File: src/rtl/tl_ul_pkg.sv
// TileLink-UL beat formats and opcode codes shared by the link buffer and its bench.
package tl_ul_pkg;

  typedef struct packed {
    logic [2:0]  opcode;
    logic [2:0]  param;
    logic [3:0]  size;
    logic [4:0]  source;
    logic [31:0] address;
    logic [3:0]  mask;
    logic [31:0] data;
    logic        corrupt;
  } tl_a_t;

  typedef struct packed {
    logic [2:0]  opcode;
    logic [1:0]  param;
    logic [3:0]  size;
    logic [4:0]  source;
    logic        sink;
    logic        denied;
    logic [31:0] data;
    logic        corrupt;
  } tl_d_t;

  localparam int TL_A_W = $bits(tl_a_t);
  localparam int TL_D_W = $bits(tl_d_t);

  localparam logic [2:0] OP_GET             = 3'd4;
  localparam logic [2:0] OP_PUT_FULL        = 3'd0;
  localparam logic [2:0] OP_PUT_PARTIAL     = 3'd1;
  localparam logic [2:0] OP_ACCESS_ACK      = 3'd0;
  localparam logic [2:0] OP_ACCESS_ACK_DATA = 3'd1;

endpackage

File: src/rtl/tl_ul_fifo.sv
// Registered circular-buffer FIFO for one TileLink channel; no flow-through, full rate.
module tl_ul_fifo #(
  parameter type T     = logic [7:0],
  parameter int  DEPTH = 2
) (
  input  logic clock,
  input  logic reset_n,
  input  logic in_valid,
  output logic in_ready,
  input  T     in_data,
  output logic out_valid,
  input  logic out_ready,
  output T     out_data
);

  localparam int PTR_W = $clog2(DEPTH);

  T                 mem [DEPTH];
  logic [PTR_W-1:0] wr_ptr;
  logic [PTR_W-1:0] rd_ptr;
  logic [PTR_W:0]   count;
  logic             push;
  logic             pop;

  // Ready depends only on stored state, so a full FIFO stays closed even while draining.
  assign in_ready  = (count != (PTR_W+1)'(DEPTH));
  assign out_valid = (count != '0);
  assign out_data  = mem[rd_ptr];
  assign push      = in_valid && in_ready;
  assign pop       = out_valid && out_ready;

  always_ff @(posedge clock or negedge reset_n) begin
    if (!reset_n) begin
      wr_ptr <= '0;
      rd_ptr <= '0;
      count  <= '0;
    end else begin
      if (push) wr_ptr <= wr_ptr + PTR_W'(1);
      if (pop)  rd_ptr <= rd_ptr + PTR_W'(1);
      case ({push, pop})
        2'b10:   count <= count + (PTR_W+1)'(1);
        2'b01:   count <= count - (PTR_W+1)'(1);
        default: count <= count;
      endcase
    end
  end

  always_ff @(posedge clock) begin
    if (push) mem[wr_ptr] <= in_data;
  end

endmodule

File: src/rtl/tl_ul_link_buffer.sv
// TileLink-UL link stage: buffers A and D channels and tracks in-flight source IDs.
module tl_ul_link_buffer
  import tl_ul_pkg::*;
#(
  parameter int A_DEPTH = 2,
  parameter int D_DEPTH = 2,
  parameter int SRC_W   = 5
) (
  input  logic              clock,
  input  logic              reset_n,
  input  logic              up_a_valid,
  output logic              up_a_ready,
  input  logic [TL_A_W-1:0] up_a_bits,
  output logic              dn_a_valid,
  input  logic              dn_a_ready,
  output logic [TL_A_W-1:0] dn_a_bits,
  input  logic              dn_d_valid,
  output logic              dn_d_ready,
  input  logic [TL_D_W-1:0] dn_d_bits,
  output logic              up_d_valid,
  input  logic              up_d_ready,
  output logic [TL_D_W-1:0] up_d_bits,
  output logic [SRC_W:0]    inflight_cnt,
  output logic              err_unexp_d
);

  localparam int NSRC = 2**SRC_W;

  tl_a_t            up_a;
  tl_a_t            dn_a;
  tl_d_t            dn_d;
  tl_d_t            up_d;
  logic [NSRC-1:0]  inflight;
  logic [NSRC-1:0]  inflight_nxt;
  logic [SRC_W-1:0] a_src;
  logic [SRC_W-1:0] dd_src;
  logic [SRC_W-1:0] ud_src;
  logic             a_busy;
  logic             a_fifo_ready;
  logic             a_fire;
  logic             dn_d_fire;
  logic             up_d_fire;
  logic             d_clr;

  assign up_a      = tl_a_t'(up_a_bits);
  assign dn_d      = tl_d_t'(dn_d_bits);
  assign dn_a_bits = dn_a;
  assign up_d_bits = up_d;

  assign a_src  = SRC_W'(up_a.source);
  assign dd_src = SRC_W'(dn_d.source);
  assign ud_src = SRC_W'(up_d.source);

  // The busy check uses the registered bitmap, so a same-cycle D release does not open A.
  assign a_busy     = inflight[a_src];
  assign up_a_ready = a_fifo_ready && !a_busy;
  assign a_fire     = up_a_valid && up_a_ready;
  assign dn_d_fire  = dn_d_valid && dn_d_ready;
  assign up_d_fire  = up_d_valid && up_d_ready;
  assign d_clr      = up_d_fire && inflight[ud_src];

  tl_ul_fifo #(.T(tl_a_t), .DEPTH(A_DEPTH)) u_a_fifo (
    .clock     (clock),
    .reset_n   (reset_n),
    .in_valid  (up_a_valid && !a_busy),
    .in_ready  (a_fifo_ready),
    .in_data   (up_a),
    .out_valid (dn_a_valid),
    .out_ready (dn_a_ready),
    .out_data  (dn_a)
  );

  tl_ul_fifo #(.T(tl_d_t), .DEPTH(D_DEPTH)) u_d_fifo (
    .clock     (clock),
    .reset_n   (reset_n),
    .in_valid  (dn_d_valid),
    .in_ready  (dn_d_ready),
    .in_data   (dn_d),
    .out_valid (up_d_valid),
    .out_ready (up_d_ready),
    .out_data  (up_d)
  );

  // A fire needs a clear bit and a clear needs a set bit, so one ID never sees both.
  always_comb begin
    inflight_nxt = inflight;
    if (d_clr)  inflight_nxt[ud_src] = 1'b0;
    if (a_fire) inflight_nxt[a_src]  = 1'b1;
  end

  always_ff @(posedge clock or negedge reset_n) begin
    if (!reset_n) begin
      inflight     <= '0;
      inflight_cnt <= '0;
      err_unexp_d  <= 1'b0;
    end else begin
      inflight <= inflight_nxt;
      case ({a_fire, d_clr})
        2'b10:   inflight_cnt <= inflight_cnt + (SRC_W+1)'(1);
        2'b01:   inflight_cnt <= inflight_cnt - (SRC_W+1)'(1);
        default: inflight_cnt <= inflight_cnt;
      endcase
      if (dn_d_fire && !inflight[dd_src]) err_unexp_d <= 1'b1;
    end
  end

endmodule

File: config.mk
export PLATFORM = sky130hd
export DESIGN_NAME = tl_ul_link_buffer
export DESIGN_NICKNAME = d
export VERILOG_FILES = /design/src/rtl/tl_ul_pkg.sv /design/src/rtl/tl_ul_fifo.sv /design/src/rtl/tl_ul_link_buffer.sv
export SDC_FILE = /design/constraint.sdc
export NUM_CORES = 1
export LEC_CHECK = 0
export ABC_AREA = 0
export CAP_MARGIN = 20
export CORE_MARGIN = 5
export CORE_UTILIZATION = 51
export CTS_CLUSTER_SIZE = 8
export DETAILED_ROUTE_END_ITERATION = 8
export GPL_ROUTABILITY_DRIVEN = 1
export PLACE_DENSITY = 0.81
export SYNTH_ARGS = -nofsm -noshare
export SYNTH_HDL_FRONTEND = slang
export SYNTH_SLANG_ARGS = --single-unit
File: constraint.sdc
create_clock -name clock -period 7.5 [get_ports clock]
set_input_delay 1.5 -clock clock [delete_from_list [all_inputs] [get_ports clock]]
set_output_delay 1.5 -clock clock [all_outputs]
set_load 0.1 [all_outputs]
==> flow_metrics.tcl <==
set metrics [dict create \
    numPortBuffers 282 \
    ys.warnings.count 0 \
    synth_seq_area_share 0.719 \
    drtIter0Drc 662 \
    grt_max_degree 73 \
    clk_pin_slew_worst_paths_ns 0.05 \
    hold_buffers 0 \
    reg2reg_setup_slack_ns 2.86 \
    postSynthRegisterBits 313 \
    drive_gt1_frac 0.216 \
    hold-path-cell-count 1 \
    cts.repair_timing.setup_buffer_count 0 \
    drt-vias-per-instance 5.66 \
    least_margin_pin_slew_ns 1.10 \
    worstSetupEndpointType "primary output" \
    min_period_over_period 0.761 \
    cts.repair.resized 0 \
    tritoncts_num_sinks 313 \
    setup_repair_after_global_routing_missed_its_margin "false" \
    final_period_minus_worst_setup_slack_ns 5.71 \
    clk_path_buf_depth 3 \
    cts-root-buf "clkbuf_16" \
    timing.fmax_mhz 175 \
    cts_made_buffers 45 \
    timing.hold.worst.start "inflight_cnt[5]" \
    outcome "finished clean" \
    synth.lib_cells_used.distinct 55 \
    worstSetupStartpointType "input pin" \
    final_core_util 0.703 \
    number_of_global_route_vias_before_repair 8029 \
    wire_length_of_the_first_global_routing_pass_um 46800 \
    post_route_setup_tns_ns 0 \
    initial_core_util 0.521 \
    min_delay_worst_endpoint "inflight_cnt[5]" \
    n_fill_cell 1619 \
    cts_tree "built" \
    wl_per_cell_um 22.3 \
    timing.critical_path.slowest_cell_delay_ns 0.95 \
    area_delta_synth_final_pct 34.8 \
    cts.htree.levels 2 \
    synth_flop_cell "edfxtp_1" \
    post_synth_inst_count 739 \
    post_synth.cell_area_avg_um2 17.3 \
    clock_skew_ns 0.0227 \
    syn_nets 883 \
    timing.final.hold_violations 0 \
    io_pins 283 \
    placementRows 57 \
    setup_viol 0 \
    antenna_left 0 \
    category_of_the_most_critical_setup_path "input pin to primary output" \
    worst-endpoint-required_ns 6.00 \
    design.die.area_mm2 0.0283 \
    antenna_found_initial 4 \
    yosysMostFrequentCell "edfxtp_1" \
    mappedNetlistArea_mm2 0.0128 \
    path_max_fanout 21 \
    synth.top_cells.by_area "edfxtp_1, mux2_2, dfrtp_1" \
    cap_violations 0 \
    drcViolationCount 0 \
    final_cells 1388 \
    global_route.usage.total 0.212 \
    overflow 0 \
    r2r.worst_path.cells 12 \
    ys_async_sr_fraction 0.150 \
    timing.critical_path.arrival_ns 4.21 \
    worst_skew_pair.late_latency_ns 0.52 \
    synth_top_area_cell "edfxtp_1" \
    detailroute.via_count 7863 \
    drt-pass1-iter-count 5 \
    chipHeight_um 168 \
    final.hold.worst_slack_ns 0.474 \
    synth-edff-count 266 \
    max-slew-margin-rel 0.267 \
    path_cells "clkdlybuf4s50_1, mux2_2, a221oi_1, o311ai_1, nor3_1, buf_4" \
    yosysTopAreaCellShare 0.626 \
    final_nets 1188 \
    core-area_mm2 0.0245 \
    holdCritPathClass "flip-flop to flip-flop" \
    dpl.cell_count 1319 \
    routed_wire_length_um 31000 \
    place_congestion 0.933 \
    synthTopCellsByCount "edfxtp_1, mux2_2, dfrtp_1" \
    drv_slew 0 \
    regToRegStartpoint "u_d_fifo.rd_ptr" \
    worst_r2r_endpoint "inflight_cnt[5]" \
    dp_hpwl_um 20900 \
    die_width_um 168 \
    crit_path_top_delay_cell "clkdlybuf4s50_1" \
]
[per-layer routing]
metal | wire, um | vias to the layer above | global-route usage
met1 | 11700 | 3912 | 0.263
met2 | 16100 | 364 | 0.372
met3 | 2430 | 56 | 0.0492
li1 | - | 3529 | -
met5 | 11 | - | 0
met4 | 743 | 2 | 0.0660
[placed cells by master (no fill, tap or decap), drive strengths merged, types with 11 or more instances in the layout]
cell,Yosys,layout
clkdlybuf4s50,0,280
edfxtp,266,266
mux2,143,143
clkbuf,22,62
o21ai,51,51
dfrtp,47,47
nand2,21,21
nor2,16,16
mux4,15,15
o31ai,12,12
mux2i,11,11
[cell families (layout without fill, tap and decap cells)]
| group | Yosys count | after routing | synth area share |
|---|---|---|---|
| flip-flops | 313 | 313 | 0.719 |
| multiplexers | 169 | 169 | 0.161 |
| AO/OA/AOI/OAI | 106 | 106 | 0.0532 |
| AND/OR/NAND/NOR | 87 | 87 | 0.0369 |
| buffers and inverters | 42 | 364 | 0.0134 |
| XOR/XNOR | 17 | 17 | 0.0117 |
| adder cells (fa/ha/maj) | 5 | 5 | 0.00491 |
| other | 0 | 3 | 0 |
[worst max-delay path, delay by kind of cell]
| kind | cells | cell delay (ns) |
|---|---|---|
| multiplexers | 1 | 0.41 |
| AND/OR/NAND/NOR | 1 | 0.45 |
| AO/OA/AOI/OAI | 2 | 0.49 |
| buffers and inverters | 2 | 1.34 |
[through the flow]
step                      cell area (um^2)  setup WS [ns]
after floorplan                      12800          0.105
after global placement               15900           1.64
after detailed placement             15900           1.52
after CTS                            17200           1.81
after global routing                 17200           1.60
final                                17200           1.79
[final cells by class]
type                    instances  area [um^2]  area share
diodes                          3         7.51    0.000437
inverters                      10         37.5     0.00218
well taps                     324          405      0.0236
repair buffers                290         2900       0.169
clock buffers                  62         1210      0.0704
clock inverters                 2         25.0     0.00146
flip-flops and latches        313         9170       0.533
multi-input cells             384         3440       0.200
[how the worst max path moves through the flow]
stage                     slack, ns                 end  cells after the start          start
after floorplan                0.11  u_a_fifo.mem[1][0]                      7  up_a_bits[70]
final                          1.79          up_a_ready                      6  up_a_bits[70]
after global routing           1.60          up_a_ready                      6  up_a_bits[70]
after global placement         1.64     inflight_cnt[5]                     12  up_a_bits[70]
after CTS                      1.81          up_a_ready                      6  up_a_bits[70]
after detailed placement       1.52     inflight_cnt[5]                     12  up_a_bits[70]
[sequential cells by signal (all words and copies together), names as in the netlist]
signal	count
err_unexp_d	1
inflight	32
inflight_cnt	6
u_a_fifo.count	2
u_a_fifo.mem	168
u_a_fifo.rd_ptr	1
u_a_fifo.wr_ptr	1
u_d_fifo.count	2
u_d_fifo.mem	98
u_d_fifo.rd_ptr	1
u_d_fifo.wr_ptr	1
Power is left out: the tool's default activity adds up to more than one toggle a clock period on the data nets, which glitch-free logic cannot reach.
